$ cat src/rtl/covariance_predict_engine.sv
// Kalman covariance time update P <= A*P*A' + Q on one shared MAC, rounding and saturating per element.
// Latency 2*NOS^3 + S + 1 enabled cycles from start; no backpressure, clk_en stalls every register.
module covariance_predict_engine #(
  parameter int WIDTH      = 16,
  parameter int NOS        = 4,
  parameter int FRAC_BITS  = 8,
  parameter int SYMMETRIZE = 1
) (
  input  logic                       clk,
  input  logic                       reset_n,
  input  logic                       clk_en,
  input  logic                       load_p0,
  input  logic                       start,
  input  logic [NOS*NOS*WIDTH-1:0]   A,
  input  logic [NOS*NOS*WIDTH-1:0]   Q,
  input  logic [NOS*NOS*WIDTH-1:0]   P0,
  output logic [NOS*NOS*WIDTH-1:0]   P,
  output logic                       busy,
  output logic                       done,
  output logic                       ovf
);

  localparam int IW = $clog2(NOS);
  localparam int AW = 2*WIDTH + $clog2(NOS) + 1;
  localparam logic [IW-1:0] ONE      = IW'(1);
  localparam logic [IW-1:0] LAST     = IW'(NOS-1);
  localparam logic [IW-1:0] LAST_ROW = IW'(NOS-2);
  localparam logic signed [AW-1:0]    HALF  = AW'(1) << (FRAC_BITS-1);
  localparam logic signed [WIDTH-1:0] W_MAX = {1'b0, {(WIDTH-1){1'b1}}};
  localparam logic signed [WIDTH-1:0] W_MIN = {1'b1, {(WIDTH-1){1'b0}}};

  localparam logic [2:0] S_IDLE = 3'd0;
  localparam logic [2:0] S_MUL1 = 3'd1;
  localparam logic [2:0] S_MUL2 = 3'd2;
  localparam logic [2:0] S_SYM  = 3'd3;
  localparam logic [2:0] S_DONE = 3'd4;

  logic [2:0]              state;
  logic [IW-1:0]           i_idx, j_idx, k_idx;
  logic signed [AW-1:0]    acc;
  logic signed [WIDTH-1:0] p_m  [NOS][NOS];
  logic signed [WIDTH-1:0] t_m  [NOS][NOS];
  logic signed [WIDTH-1:0] a_m  [NOS][NOS];
  logic signed [WIDTH-1:0] q_m  [NOS][NOS];
  logic signed [WIDTH-1:0] p0_m [NOS][NOS];

  for (genvar r = 0; r < NOS; r++) begin : g_row
    for (genvar c = 0; c < NOS; c++) begin : g_col
      assign a_m[r][c]  = A[(r*NOS+c)*WIDTH +: WIDTH];
      assign q_m[r][c]  = Q[(r*NOS+c)*WIDTH +: WIDTH];
      assign p0_m[r][c] = P0[(r*NOS+c)*WIDTH +: WIDTH];
      assign P[(r*NOS+c)*WIDTH +: WIDTH] = p_m[r][c];
    end
  end

  logic signed [WIDTH-1:0]   mul_a, mul_b, fin_val, sym_val;
  logic signed [2*WIDTH-1:0] prod;
  logic signed [AW-1:0]      acc_base, acc_sum, rnd, shr;
  logic signed [WIDTH:0]     pair_sum;
  logic                      fin_sat, last_k, last_j, last_i;

  always_comb begin
    last_k = (k_idx == LAST);
    last_j = (j_idx == LAST);
    last_i = (i_idx == LAST);
    // MUL1 forms A*P, MUL2 forms T*A'; the same multiplier serves both.
    mul_a  = (state == S_MUL1) ? a_m[i_idx][k_idx] : t_m[i_idx][k_idx];
    mul_b  = (state == S_MUL1) ? p_m[k_idx][j_idx] : a_m[j_idx][k_idx];
    prod   = (2*WIDTH)'(mul_a) * (2*WIDTH)'(mul_b);
    if (k_idx != '0)
      acc_base = acc;
    else if (state == S_MUL2)
      acc_base = {{(AW-WIDTH){q_m[i_idx][j_idx][WIDTH-1]}}, q_m[i_idx][j_idx]} <<< FRAC_BITS;
    else
      acc_base = '0;
    acc_sum = acc_base + {{(AW-2*WIDTH){prod[2*WIDTH-1]}}, prod};
    rnd     = acc_sum + HALF;
    shr     = rnd >>> FRAC_BITS;
    fin_sat = (shr[AW-1:WIDTH-1] != {(AW-WIDTH+1){shr[AW-1]}});
    fin_val = fin_sat ? (shr[AW-1] ? W_MIN : W_MAX) : shr[WIDTH-1:0];
    pair_sum = {p_m[i_idx][j_idx][WIDTH-1], p_m[i_idx][j_idx]}
             + {p_m[j_idx][i_idx][WIDTH-1], p_m[j_idx][i_idx]};
    sym_val  = pair_sum[WIDTH:1];
  end

  always_ff @(posedge clk or negedge reset_n) begin
    if (!reset_n) begin
      state <= S_IDLE;
      i_idx <= '0;
      j_idx <= '0;
      k_idx <= '0;
      acc   <= '0;
      ovf   <= 1'b0;
      for (int r = 0; r < NOS; r++) begin
        for (int c = 0; c < NOS; c++) begin
          p_m[r][c] <= '0;
          t_m[r][c] <= '0;
        end
      end
    end else if (clk_en) begin
      case (state)
        S_IDLE: begin
          if (load_p0) begin
            for (int r = 0; r < NOS; r++)
              for (int c = 0; c < NOS; c++)
                p_m[r][c] <= p0_m[r][c];
          end else if (start) begin
            ovf   <= 1'b0;
            i_idx <= '0;
            j_idx <= '0;
            k_idx <= '0;
            state <= S_MUL1;
          end
        end
        S_MUL1, S_MUL2: begin
          acc <= acc_sum;
          if (last_k) begin
            if (fin_sat) ovf <= 1'b1;
            // P is no longer read during MUL2, so it can be overwritten in place.
            if (state == S_MUL1) t_m[i_idx][j_idx] <= fin_val;
            else                 p_m[i_idx][j_idx] <= fin_val;
            k_idx <= '0;
            if (last_j) begin
              j_idx <= '0;
              if (last_i) begin
                i_idx <= '0;
                if (state == S_MUL1) begin
                  state <= S_MUL2;
                end else if (SYMMETRIZE != 0) begin
                  j_idx <= ONE;
                  state <= S_SYM;
                end else begin
                  state <= S_DONE;
                end
              end else begin
                i_idx <= i_idx + ONE;
              end
            end else begin
              j_idx <= j_idx + ONE;
            end
          end else begin
            k_idx <= k_idx + ONE;
          end
        end
        S_SYM: begin
          p_m[i_idx][j_idx] <= sym_val;
          p_m[j_idx][i_idx] <= sym_val;
          if (last_j) begin
            if (i_idx == LAST_ROW) begin
              state <= S_DONE;
            end else begin
              i_idx <= i_idx + ONE;
              j_idx <= i_idx + ONE + ONE;
            end
          end else begin
            j_idx <= j_idx + ONE;
          end
        end
        S_DONE:  state <= S_IDLE;
        default: state <= S_IDLE;
      endcase
    end
  end

  assign busy = (state != S_IDLE);
  assign done = (state == S_DONE);

endmodule

$ cat config.mk
export PLATFORM = sky130hd
export DESIGN_NAME = covariance_predict_engine
export DESIGN_NICKNAME = d
export VERILOG_FILES = /design/src/rtl/covariance_predict_engine.sv
export SDC_FILE = /design/constraint.sdc
export NUM_CORES = 2
export LEC_CHECK = 0
export BUFFER_PORTS_ARGS = -buffer_cell sky130_fd_sc_hd__buf_2
export CAP_MARGIN = 10
export CORE_MARGIN = 2
export CORE_UTILIZATION = 30
export DETAILED_ROUTE_END_ITERATION = 8
export GPL_TIMING_DRIVEN = 0
export PLACE_DENSITY = 0.49
export SYNTH_ARGS = -nofsm -noshare
export SYNTH_HDL_FRONTEND = slang
export SYNTH_SLANG_ARGS = --single-unit
$ cat constraint.sdc
create_clock -name clk -period 15.6 [get_ports clk]
set_clock_uncertainty 0.2 [all_clocks]
set_input_delay 3.12 -clock clk [delete_from_list [all_inputs] [get_ports clk]]
set_output_delay 3.12 -clock clk [all_outputs]
set_load 0.01 [all_outputs]
* Word level (Yosys, flattened, before mapping)
Index checks and enable logic that the tools add are counted. W data, S select, Z words.
Word-level totals: RAM bits 0, memories 0, register bits 557, output and inout port bits 259, logic and storage cells 186, bits in read-only memories 0, latch bits 0
Operators by class: bitwise gates (word level) 3, divide/modulo/power cells 0, shift-type cells 0, reductions and logical operators 16, $mul 1, $add $sub $neg 7, muxes and demuxes 95, magnitude comparators 5, equality and inequality tests 21
Operators by type and width (count):
- $bwmux W256 | 4
- $mux W64 | 16
- $bmux W64 S2 | 7
- $mux W256 | 3
- $pmux W256 S3 | 1
- $mux W16 | 20
- $demux W64 S2 | 2
- $bmux W16 S2 | 7
- $mux W35 | 2
- $demux W16 S2 | 2
- $add A35 B35 Y35 | 1
- $add A35 B9 Y35 const B | 1
- $mul A16 B16 Y32 | 1
- $mux W2 | 12
- $ne A2 B2 Y1 const B | 11
- $mux W3 | 7
- $add A16 B16 Y17 | 1
- $reduce_and A8 Y1 | 2
- $pmux W2 S3 | 2
- $reduce_and A6 Y1 | 2
- $ne A11 B11 Y1 | 1
- $ge A3 B3 Y1 const B | 3
- $not A2 Y3 | 3
- $pmux W3 S3 | 1
- other kinds (18) | 36

* Logic depth before layout (Yosys ltp)
depth after elaboration 17, mapped depth 48, gate-level depth less buffers 41

* Worst setup path before layout
Ideal clock, no wire load.
path type input to register, start in A[213], end reg p_m, in the netlist P[0], slack 2.121 ns, setup time 0.146 ns, path buffers 4, cell stages on the path 40, required time 15.254 ns, data arrival time 13.133 ns, cells stage by stage mux4_2 mux4_2 mux2i_1 clkbuf_1 nor2_1 fa_1 inv_1 fa_1 fa_1 inv_1 fa_1 fa_1 inv_1 fa_1 inv_1 ha_1 a21oi_1 a21oi_1 (+4 left out) a21oi_1 xnor2_1 ha_1 clkbuf_1 a21o_1 a21oi_1 o21ba_2 nor3_1 a211oi_1 xnor2_1 nand4b_1 o31a_1 or4b_1 o311a_4 buf_8 a21oi_4 buf_6 o221ai_1
On the way: cells in the longest elaborated chain, start to end 16
RTL lines:
- from (decl) | RTL line 14 | input logic [NOS*NOS*WIDTH-1:0] A,
- $bmux W64 S2 (on tied branches) | RTL line 67, 68
- $mux W64 (on tied branches) (2 in a row) | RTL line 67, 68
- $bmux W16 S2 (on tied branches) | RTL line 67, 68
- $mux W16 (on tied branches) (3 in a row) | RTL line 67, 68
- $mul A16 B16 Y32 (*) | RTL line 69 | prod = (2*WIDTH)'(mul_a) * (2*WIDTH)'(mul_b);
- $add A35 B35 Y35 (*) | RTL line 76 | acc_sum = acc_base + {{(AW-2*WIDTH){prod[2*WIDTH-1]}}, prod};
- $add A35 B9 Y35 (*) | RTL line 77 | rnd = acc_sum + HALF;
- $ne A11 B11 Y1 or $mux W16 (tied branches) | RTL line 79, 80
- $mux W16 (*) | RTL line 80 | fin_val = fin_sat ? (shr[AW-1] ? W_MIN : W_MAX) : shr[WIDTH-1:0];
- $bwmux W256 (*) | RTL line 121 | else p_m[i_idx][j_idx] <= fin_val;
- $mux W256 (*) | RTL line 120 | if (state == S_MUL1) t_m[i_idx][j_idx] <= fin_val;
- $mux W256 (*) | RTL line 117 | if (last_k) begin
- $pmux W256 S3 (*) | RTL line 101 | case (state)
- to (signal, indexed assignment) | RTL line 106 | p_m[r][c] <= p0_m[r][c];
- to (signal, indexed assignment) | RTL line 121
- to (signal, indexed assignment) | RTL line 146 | p_m[i_idx][j_idx] <= sym_val;
- to (decl) | RTL line 41 | logic signed [WIDTH-1:0] p_m [NOS][NOS];
Every way passes the cells marked *; elsewhere a longest branch is shown, timed or not. The select of a mux whose other input is x is not followed. A chain may end at the register's enable or synchronous reset.

* Worst setup path in the final report
start reg j_idx[1], end reg p_m, in the netlist P[201]
On the way: cells in the longest elaborated chain, start to end 17
RTL lines:
- from (decl) | RTL line 39 | logic [IW-1:0] i_idx, j_idx, k_idx;
- from (signal assigned) | RTL line 139 | j_idx <= j_idx + ONE;
- from (signal assigned) | RTL line 153 | j_idx <= i_idx + ONE + ONE;
- from (signal assigned) | RTL line 156 | j_idx <= j_idx + ONE;
- $not A2 Y3 (not written as such) (*)
- $bmux W64 S2 | RTL line 68 | mul_b = (state == S_MUL1) ? p_m[k_idx][j_idx] : a_m[j_idx][k_idx];
- $mux W64 (not written as such) (2 in a row) | RTL line 68
- $bmux W16 S2 | RTL line 68
- $mux W16 (not written as such) (2 in a row) | RTL line 68
- $mux W16 | RTL line 68
- $mul A16 B16 Y32 | RTL line 69
- $add A35 B35 Y35 | RTL line 76
- $add A35 B9 Y35 | RTL line 77
- $ne A11 B11 Y1 or $mux W16 (tied branches) | RTL line 79, 80
- $mux W16 | RTL line 80
- $bwmux W256 | RTL line 121
- $mux W256 | RTL line 120
- $mux W256 | RTL line 117
- $pmux W256 S3 (*) | RTL line 101
Marked as above.

==> impl_metrics.py <==
metrics = {
    "sta": {
        "final_hold_viol_count": 0,
        "relSlewSlack_pct": -2.20,
        "fmax_mhz": 65.2,
        "setup_violations": 0,
        "min_period_over_period_pct": 98.4,
        "min_period_ps": 15340,
        "setup_ws_ps": 256,
        "worstMarginPinSlew_ps": 1530,
        "rsz0062_at_grt": "true",
        "slew_violations": 22,
    },
    "worst_setup_path": {
        "crit_path_end": "P[201]",
        "cpPeakStageDelay_ps": 910,
        "path_delay_family": "buffers and inverters",
        "cp_max_fo": 10,
        "r2r_end": "P[201]",
        "arrival_ps": 15690,
        "critPathSlowestCell": "o311ai_1",
        "worstPathRequired_ps": 15950,
        "rr_worst_depth": 40,
        "path_class": "reg -> reg",
        "endpoint_kind": "flip-flop",
        "crit_buf_inv": 11,
        "critPathLaunch": "j_idx[1]",
        "worst_setup_path_start_kind": "flip-flop",
        "cp.depth": 40,
        "crit_path_frequent_cell": "fa_1",
        "reg2reg_from": "j_idx[1]",
        "r2r_slack_ps": 260,
    },
    "placed_design": {
        "pre_cts_ws_ps": -2600,
        "port-buffer-count": 1031,
        "hpwlAfterDp_um": 300000,
        "gp_congestion": 1.07,
        "placed_cells": 9269,
    },
    "logic_synthesis": {
        "yosysSeqAreaShare_pct": 25.3,
        "ys_ff_latch": 557,
        "syn-num-nets": 6907,
        "yosysUniqueCellTypes": 85,
        "syn_inst": 5728,
        "ys_warn_count": 0,
        "synth.area.top_cells": "dfrtp_1, mux4_2, fa_1",
        "avgSynthCellArea_um2": 9.63,
        "synth_flop_cell": "dfrtp_1",
        "synth_edf_count": 0,
        "syn-cell-area_mm2": 0.0552,
        "async_flop_share_pct": 100,
        "yosysTopAreaCellShare_pct": 25.3,
        "synth_top_area_cell": "dfrtp_1",
    },
    "grt": {
        "grt_pass1_vias": 57800,
        "grt_pass1_wl_um": 494000,
        "gr-total-overflow": 0,
        "grt_antenna_before_repair": 65,
        "track_usage_pct": 38.6,
        "grt_max_degree": 112,
    },
    "floorplanning": {
        "core.rowCount": 157,
        "fp.dieArea_mm2": 0.187,
        "pin_count": 1032,
        "die_h_um": 433,
        "core_mm2": 0.183,
        "die_w_um": 433,
        "floorplan.initialDensity_pct": 30.2,
    },
    "clock_tree": {
        "path_clk_slew_ps": 60,
        "cts_tree": "yes",
        "clock_sinks": 557,
        "cts_htree_levels": 3,
        "clockBufferDepth": 3,
        "root_buffer": "clkbuf_16",
        "ctsHoldBuffers": 0,
        "cts_buffers": 73,
        "clock_latency_ps": 730,
    },
    "routing": {
        "vias": 60200,
        "drt_wl_total_um": 372000,
        "first_pass_iters": 7,
        "avgRoutedWirePerCell_um": 39.4,
        "via_per_inst": 6.37,
        "ant_nets": 0,
        "drt_iter0_drc": 8196,
        "drc": 0,
    },
    "outcome": {
        "status": "complete, but fails checks",
        "violations": "capacitance limit, slew limit",
    },
    "min_path": {
        "min_from": "acc[4]",
        "hold_class": "reg -> reg",
    },
    "final_layout": {
        "drive_gt1_share_pct": 28.6,
        "final_common_cell": "buf_2",
        "fin_cells": 9453,
        "fillers": 18800,
        "nets": 8072,
        "area_growth_pct": 22.2,
        "layout_common_cells": "buf_2, nand2_1, nor2_1, mux4_2, dfrtp_1",
    },
    "run": {
        "maxCapViolCount": 3,
    },
}
==> cell families (layout without fill, tap and decap cells) <==
group                      count (synthesis)  count (layout)  synth area share [%]
other                                      0              41                     0
AOI/OAI and AO/OA                       1658            1658                  18.8
adders and majority gates                406             406                  12.8
xor gates and xnor gates                  92              92                  1.46
buffers and inverters                    866            2086                  6.08
DFF                                      557             557                  25.3
muxes                                    610             610                  23.8
and+or+nand+nor                         1539            1539                  11.8
==> per-layer routing <==
metal  GRT usage, %  routed length, um
met4           29.2              35100
met2           57.2             160000
met3           12.6              43700
met5              0                274
met1           46.6             134000
==> flip-flops by register name, indices dropped and copies added, names as in the netlist <==
register	flops
t_m	256
i_idx	2
k_idx	2
state	3
P	256
ovf	1
j_idx	2
acc	35
==> worst reg2reg max path: cells and delay by family (launching register included) <==
kind | cells | cell delay [ps]
muxes | 3 | 1410
DFF | 1 | 610
adders and majority gates | 8 | 3530
xor gates and xnor gates | 1 | 140
AOI/OAI and AO/OA | 9 | 3110
buffers and inverters | 11 | 3750
and+or+nand+nor | 8 | 2420
==> final cells by class <==
class / instances / area, um^2 / area share, %
Antenna cell: 41 / 103 / 0.152
Clock buffer: 105 / 2140 / 3.17
Multi-Input combinational cell: 4305 / 38100 / 56.5
Clock inverter: 25 / 355 / 0.527
Tap cell: 2464 / 3080 / 4.57
Timing Repair Buffer: 1090 / 6190 / 9.17
Sequential cell: 557 / 13900 / 20.7
Buffer: 491 / 2150 / 3.18
Inverter: 375 / 1410 / 2.09
==> what timing repair did <==
action,in CTS,in global routing
buffers inserted,0,2
resized for setup,76,71
setup endpoints to repair,513,494
==> Yosys cell counts, drive strengths merged, types with 52 or more instances <==
master,instances
a221oi,69
a31oi,93
nor2,570
o221ai,61
ha,142
buf,129
nand2,648
xnor2,67
fa,264
a21oi,547
inv,375
nand3,80
clkbuf,362
o21ai,431
a211oi,52
mux4,560
nor3,60
o22ai,72
dfrtp,557
==> worst min-delay path by stage <==
stage,endpoint,slack [ps],depth (start not counted)
2_1_floorplan,acc[0],240,2
3_3_place_gp,acc[1],250,2
3_5_place_dp,acc[0],260,2
4_1_cts,acc[4],280,2
5_1_grt,t_m[76],290,2
6_report,acc[4],270,2
==> metrics by stage <==
stage / util [%] / hold WS, ps / area [um^2] / setup TNS [ps]
floorplan: - / 238 / 55200 / 0
global placement: 34.7 / 249 / 63400 / -2239430
detailed placement: 35.2 / 262 / 64300 / -1047680
CTS: 36.6 / 276 / 67000 / 0
global route: 36.9 / 293 / 67400 / -45.0
finish: 36.9 / 272 / 67400 / 0
Power is left out: the tool's default activity adds up to more than one toggle a clock period on the data nets, which glitch-free logic cannot reach.
